===== src/rtl/mcu_el2_lsu_dccm_stbuf.sv =====
// DCCM store buffer: in-order FIFO of committed word stores draining into the
// DCCM write port. Loads own the port unless the buffer is full or a flush is
// pending. Buffered stores are forwarded to matching loads (youngest wins).
module mcu_el2_lsu_dccm_stbuf #(
    parameter int DEPTH  = 4,
    parameter int ADDR_W = 16,
    parameter int DATA_W = 39
) (
    input  logic                         clk,
    input  logic                         rst_l,
    input  logic                         st_valid,
    output logic                         st_ready,
    input  logic [ADDR_W-1:0]            st_addr,
    input  logic [DATA_W-1:0]            st_data,
    input  logic                         ld_rden,
    input  logic [ADDR_W-1:0]            ld_addr,
    output logic                         ld_stall,
    output logic                         fwd_hit,
    output logic [DATA_W-1:0]            fwd_data,
    input  logic                         flush_req,
    output logic                         dccm_wren,
    output logic [ADDR_W-1:0]            dccm_wr_addr,
    output logic [DATA_W-1:0]            dccm_wr_data,
    output logic                         empty,
    output logic [$clog2(DEPTH+1)-1:0]   count
);

    localparam int PTR_W = $clog2(DEPTH);
    localparam int CNT_W = $clog2(DEPTH+1);

    // Entries hold the word address only; byte offset bits are dropped.
    logic [ADDR_W-3:0] addr_mem [DEPTH];
    logic [DATA_W-1:0] data_mem [DEPTH];
    logic [DEPTH-1:0]  valid;
    logic [PTR_W-1:0]  head;
    logic [PTR_W-1:0]  tail;

    logic              full;
    logic              drain_pri;
    logic              push;
    logic              pop;
    logic              match_any;
    logic [DATA_W-1:0] match_data;
    logic [PTR_W-1:0]  scan_idx;
    logic              unused_addr_lsbs;

    assign unused_addr_lsbs = ^{st_addr[1:0], ld_addr[1:0]};

    // Status, handshake and drain arbitration against the load port.
    always_comb begin
        full      = (count == CNT_W'(DEPTH));
        empty     = (count == '0);
        st_ready  = !full;
        push      = st_valid & st_ready;
        drain_pri = full | flush_req;
        dccm_wren = !empty & (!ld_rden | drain_pri);
        pop       = dccm_wren;
        ld_stall  = ld_rden & dccm_wren;
    end

    // Head entry feeds the DCCM write port; zeros when nothing is buffered.
    always_comb begin
        dccm_wr_addr = '0;
        dccm_wr_data = '0;
        if (!empty) begin
            dccm_wr_addr = {addr_mem[head], 2'b00};
            dccm_wr_data = data_mem[head];
        end
    end

    // Forwarding: scan oldest to youngest so the last match is the youngest.
    // Only registered entries are scanned, so a same-cycle enqueue is not seen.
    always_comb begin
        match_any  = 1'b0;
        match_data = '0;
        scan_idx   = '0;
        for (int unsigned i = 0; i < DEPTH; i++) begin
            scan_idx = head + PTR_W'(i);
            if (valid[scan_idx] && (addr_mem[scan_idx] == ld_addr[ADDR_W-1:2])) begin
                match_any  = 1'b1;
                match_data = data_mem[scan_idx];
            end
        end
        fwd_hit  = match_any & ld_rden;
        fwd_data = fwd_hit ? match_data : '0;
    end

    // Pointer, count and valid-bit state.
    always_ff @(posedge clk or negedge rst_l) begin
        if (!rst_l) begin
            head  <= '0;
            tail  <= '0;
            count <= '0;
            valid <= '0;
        end else begin
            if (push) begin
                tail        <= tail + PTR_W'(1);
                valid[tail] <= 1'b1;
            end
            if (pop) begin
                head        <= head + PTR_W'(1);
                valid[head] <= 1'b0;
            end
            case ({push, pop})
                2'b10:   count <= count + CNT_W'(1);
                2'b01:   count <= count - CNT_W'(1);
                default: count <= count;
            endcase
        end
    end

    // Entry payload storage, not reset.
    always_ff @(posedge clk) begin
        if (push) begin
            addr_mem[tail] <= st_addr[ADDR_W-1:2];
            data_mem[tail] <= st_data;
        end
    end

endmodule


===== config.mk =====
export PLATFORM = sky130hd
export DESIGN_NAME = mcu_el2_lsu_dccm_stbuf
export DESIGN_NICKNAME = d
export VERILOG_FILES = /design/src/rtl/mcu_el2_lsu_dccm_stbuf.sv
export SDC_FILE = /design/constraint.sdc
export NUM_CORES = 1
export LEC_CHECK = 0
export BUFFER_PORTS_ARGS = -buffer_cell sky130_fd_sc_hd__buf_4
export CAP_MARGIN = 15
export CORE_UTILIZATION = 64
export DETAILED_ROUTE_END_ITERATION = 7
export GPL_TIMING_DRIVEN = 0
export PLACE_DENSITY = 0.86
export SLEW_MARGIN = 0
export SYNTH_ARGS = -nofsm -noshare
export SYNTH_HDL_FRONTEND = slang
export SYNTH_SLANG_ARGS = --single-unit

===== constraint.sdc =====
create_clock -name clk -period 11.53 [get_ports clk]
set_input_delay 0.5765 -clock clk [delete_from_list [all_inputs] [get_ports clk]]
set_output_delay 0.5765 -clock clk [all_outputs]
set_load 0.05 [all_outputs]

# After elaboration in Yosys (flattened, before gate mapping)

Memories as Yosys holds them, arrays and structs flattened.
Cells that the tools add are included.
W data, S select, Z words.

Register bits: 11
Memory bits (writable): 212
Memories kept: 2

Memory list:

| name     | words | bits a word | rd ports | clocked after memory_dff | write ports | RTL line | text |
|---|---|---|---|---|---|---|---|
| data_mem | 4     | 39          | 4        | 0                        | 1           | 33       | `logic [DATA_W-1:0] data_mem [DEPTH];` |
| addr_mem | 4     | 14          | 4        | 0                        | 1           | 32       | `logic [ADDR_W-3:0] addr_mem [DEPTH];` |

Add/subtract/negate cells: 6
Order comparisons: 7
Eq/ne operators: 7
Mux-type cells: 28
Bitwise logic cells: 9
Reductions and logical operators: 11

Operators with widths:

| kind                  | count |
|---|---|
| $mux W39              | 6 |
| $eq A14 B14 Y1        | 4 |
| $mux W16              | 1 |
| $lt A2 B3 Y1 const B  | 5 |
| $mux W1               | 12 |
| $bmux W1 S2           | 4 |
| $mux W4               | 2 |
| $logic_and A1 B1 Y1   | 6 |
| $pmux W3 S2           | 1 |
| $add A2 B1 Y2 const B | 2 |
| $add A2 B2 Y2 const B | 2 |
| $and A1 B1 Y1         | 4 |
| $and A4 B4 Y4         | 1 |
| $demux W1 S2          | 2 |
| $ge A2 B1 Y1 const B  | 2 |
| $not A4 Y4            | 1 |
| $or A4 B4 Y4          | 1 |
| $add A3 B1 Y3 const B | 1 |
| $eq A3 B3 Y1 const B  | 1 |
| $logic_not A1 Y1      | 3 |
| $logic_not A3 Y1      | 1 |
| $sub A3 B1 Y3 const B | 1 |
| $eq A2 B1 Y1 const B  | 1 |
| $eq A2 B2 Y1 const B  | 1 |
| 2 further kinds       | 3 |

# Longest topological paths before layout

Depth in word-level cells: 9
Gate-level depth with buffers: 20
Gate-level depth less buffers: 10

# Worst setup path after synthesis

No wires, ideal clock.

Path type: reg2out
From: register head[1]
To: output fwd_data[10]
Arrival time: 4.864 ns
Required time: 10.954 ns
Setup slack: 6.089 ns
Stages on the path, launching flop included: 17
Buffers on the path: 7
Cell sequence: dfrtp_1 > buf_1 > inv_2 > clkbuf_1 > clkbuf_1 > ha_1 > buf_2 > buf_6 > buf_2 > mux2i_1 > o2bb2ai_1 > or4_1 > a211oi_2 > clkbuf_1 > and3_1 > a221oi_1 > a211oi_1

Word-level cells in the longest chain between the ends: 9
Elaborated cells between the ends (all ways): 31

Ends and longest elaborated chain:

| element                                        | RTL line | text |
|---|---|---|
| start: declaration                             | 35       | `logic [PTR_W-1:0] head;` |
| start signal: assignment                       | 101      | `head <= head + PTR_W'(1);` |
| $add A2 B1 Y2, or another cell as far along    | 78       | `scan_idx = head + PTR_W'(i);` |
| $mem_v2 Z4 W14, or another cell as far along   | -        |  |
| $eq A14 B14 Y1, or another cell as far along   | 79       | `if (valid[scan_idx] && (addr_mem[scan_idx] == ld_addr[ADDR_W-1:2])) begin` |
| $logic_and A1 B1 Y1 or $mux W1 (tied branches) | 79       |  |
| $mux W1 (3 in a row)                           | 79       |  |
| $and A1 B1 Y1                                  | 84       | `fwd_hit = match_any & ld_rden;` |
| $mux W39 *                                     | 85       | `fwd_data = fwd_hit ? match_data : '0;` |
| end: declaration                               | 19       | `output logic [DATA_W-1:0] fwd_data,` |

Every way passes the cells marked *; elsewhere a longest branch is shown, timed or not. The select of a mux whose other input is x is not followed.

# Worst setup path after layout

From: register head[1]
To: output fwd_data[34]

The elaborated chain is that of the path after synthesis.

==> results.py <==
metrics = {
    "critical_path": {
        "crit_top_cell": "clkbuf_1",
        "slowest_delay_ps": 580,
        "rrSetupSlack_ps": 5970,
        "criticalPathCategory": "reg2out",
        "crit_family": "buffers and inverters",
        "cp.required_ps": 10950,
        "critical_path.cell_chain": "buf_1 > inv_2 > clkbuf_1 > clkbuf_1 > ha_1 > buf_2 > buf_6 > buf_2 > mux2_2 > o211ai_1 > nor4_1 > a31oi_1 > nand3b_1 > clkbuf_1 > clkbuf_1 > o21ai_0 > a211oi_2 > buf_4",
        "cp_slowest_cell": "dfrtp_1",
        "cp_max_fo": 11,
        "end_kind": "output port",
        "startpoint_type": "flip-flop",
        "crit_buf_inv": 10,
        "arrival_ps": 7200,
    },
    "clock_tree": {
        "cts_num_sinks": 223,
        "cts_made_buffers": 26,
        "cts_root_buf": "clkbuf_16",
        "insertion_delay_ps": 560,
        "ctsLongestPathBuffers": 3,
        "cts_tree": "yes",
        "cts_setup_buffers": 0,
        "path_clk_slew_ps": 70,
        "cts_max_level": 1,
    },
    "detailed_routing": {
        "drt-wirelength-per-cell_um": 28.2,
        "routed_wl_um": 48500,
        "dr.pass1.iters": 7,
        "drcViolationCount": 0,
        "vias": 12900,
        "viasPerCell": 7.49,
        "ant_nets": 0,
        "first_iter_violations": 2265,
    },
    "synthesis": {
        "synth_area_sq_um": 15100,
        "synth_cell_type_count": 62,
        "synthSimpleGateAreaFrac_pct": 9.96,
        "synth.avg_cell_area_sq_um": 12.7,
        "netlist_instances": 1194,
        "synth_compound_area_share_pct": 12.2,
        "synthAdderAreaFrac_pct": 0.878,
        "yosysSeqAreaShare_pct": 44.0,
        "synth-edff-count": 212,
        "yosys_register_bits": 223,
        "ys_warn_count": 0,
        "postSynth.asyncResetShare_pct": 4.93,
        "synth_top_family_by_area": "multiplexers",
        "synthXorXnorAreaFrac_pct": 3.48,
        "synth_top_flop_cell": "edfxtp_1",
        "synth_mux_area_share_pct": 24.8,
    },
    "floorplan": {
        "die_width_um": 156,
        "ios": 178,
        "die_y_um": 156,
        "fp-row-count": 55,
        "die-area_sq_um": 24200,
        "start_util_pct": 65.9,
        "coreArea_sq_um": 22900,
    },
    "pwr": {
        "power_frac_comb_pct": 62.3,
        "power.switching_uw": 2610,
        "power_frac_clock_pct": 15.8,
        "power_frac_seq_pct": 21.9,
        "switching_share_pct": 47.1,
        "p_per_area_nw_per_um2": 313,
        "p_int_uw": 2920,
        "irDropWorstVdd_mv": 0.374,
        "p_leak_uw": 0.00625,
    },
    "finish": {
        "areaGrowthSynthToFinish_pct": 16.8,
        "fin_nets": 1471,
        "drive_gt1_share_pct": 31.1,
        "fin_util_pct": 77.0,
        "layout_common_cells": "edfxtp_1, buf_4, mux4_2",
        "final_common_cell": "edfxtp_1",
        "nFillCells": 1401,
        "diodes": 0,
    },
    "timing": {
        "fin_crit_ps": 7780,
        "drv_slew": 0,
        "final-hold-violation-count": 0,
        "tightest_slew_ps": 1010,
        "setup_violations": 0,
        "setup_tns_ps": 0,
        "fin_skew_ps": 30.4,
        "timing.final.crit_share_pct": 67.5,
        "slew_headroom_pct": 32.5,
        "max_freq_mhz": 129,
        "rsz0062_at_grt": "no",
    },
    "worst_hold_path": {
        "min_path_type": "in2reg",
    },
    "global_routing": {
        "gr-total-overflow": 0,
        "grt_pass1_vias": 12600,
        "antenna_found_initial": 0,
        "grt_usage_pct": 40.3,
        "grt_pass1_wl_um": 73400,
        "grt_max_degree": 55,
    },
    "run_status": {
        "outcome": "complete, no violations",
    },
    "place": {
        "hpwl_um": 32100,
        "place.gp.congestion": 1.02,
        "port_buffers": 160,
    },
    "job": {
        "max_cap_viol_count": 0,
    },
}
worst paths after layout:
check	startpoint	cells past startpoint	to
setup / recovery	head[1]$_DFFE_PN0N_	18	fwd_data[34]
hold / removal	st_data[24]	1	data_mem[3][24]$_DFFE_PP_
setup reg to reg	head[1]$_DFFE_PN0N_	15	head[1]$_DFFE_PN0N_
hold reg to reg	count[2]$_DFFE_PN0P_	1	count[2]$_DFFE_PN0P_
max in group asynchronous	rst_l	2	head[1]$_DFFE_PN0N_
min in group asynchronous	rst_l	2	valid[0]$_DFF_PN0_
synth_stat cells (14+ instances only):
| master | n | area (sq um) |
|---|---|---|
| xor2_1 | 21 | 184 |
| mux2_2 | 43 | 484 |
| a221oi_1 | 30 | 263 |
| mux2i_1 | 88 | 881 |
| o21ai_0 | 83 | 415 |
| a211oi_1 | 78 | 586 |
| nand2_1 | 47 | 176 |
| nand4b_1 | 38 | 333 |
| edfxtp_1 | 212 | 6370 |
| buf_2 | 26 | 130 |
| xnor2_1 | 39 | 342 |
| mux4_2 | 104 | 2340 |
| buf_1 | 15 | 56.3 |
| nor2_1 | 90 | 338 |
| and3_1 | 44 | 275 |
| buf_6 | 14 | 158 |
| clkbuf_1 | 58 | 218 |
registers in the layout, summed over array words and instances (netlist names):
signal and cells:
data_mem 156, addr_mem 56, valid 4, count 3, head 2, tail 2
per-stage QoR:
step / worst slack, ps / power [uW] / hold slack [ps] / cell area, sq um / cells
after floorplan: 6090 / 3630 / 281 / 15100 / 1195
after global placement: 4860 / 4480 / 422 / 16700 / 1668
after detailed placement: 4740 / 4560 / 428 / 16700 / 1669
after CTS: 4100 / 5440 / 220 / 17600 / 1718
after global routing: 3740 / 5680 / 226 / 17600 / 1718
final: 3750 / 5530 / 216 / 17600 / 1718
repair_timing:
action,in CTS,in global routing
hold buffers,1,0
hold endpoints to repair,11,0
resized for setup,0,0
final cells by class:
cell class | instances | area, sq um | area share, %
tap | 313 | 392 | 2.22
clock inverter | 17 | 188 | 1.06
sequential | 223 | 6640 | 37.6
multi-input combinational | 835 | 7780 | 44.1
inverter | 11 | 41.3 | 0.234
clock buffer | 31 | 711 | 4.03
timing repair buffer | 162 | 1220 | 6.93
buffer | 126 | 667 | 3.78
power by group through the flow:
stage               Sequential [uW]  Combinational [uW]  Clock, uW
detailed placement             1220                3350          0
floorplan                      1190                2440          0
global route                   1220                3570        897
CTS                            1200                3370        866
finish                         1210                3440        874
global placement               1210                3270          0
kinds of logic after synthesis:
logic type | Yosys count
and+or+nand+nor | 275
buffers and inverters | 137
muxes | 237
AOI/OAI and AO/OA | 251
DFF | 223
adders and majority gates | 10
other | 1
xor gates and xnor gates | 60
layer usage:
| metal | track usage, % | vias to the layer above | wire, um |
|---|---|---|---|
| met4 | 18.3 | 0 | 2630 |
| met2 | 60.1 | 1325 | 21600 |
| met3 | 9.94 | 287 | 7030 |
| met1 | 56.2 | 6083 | 17200 |
| met5 | 0 | - | 0 |
| li1 | - | 5169 | - |
Note: power is estimated with default switching activity, not from simulation.
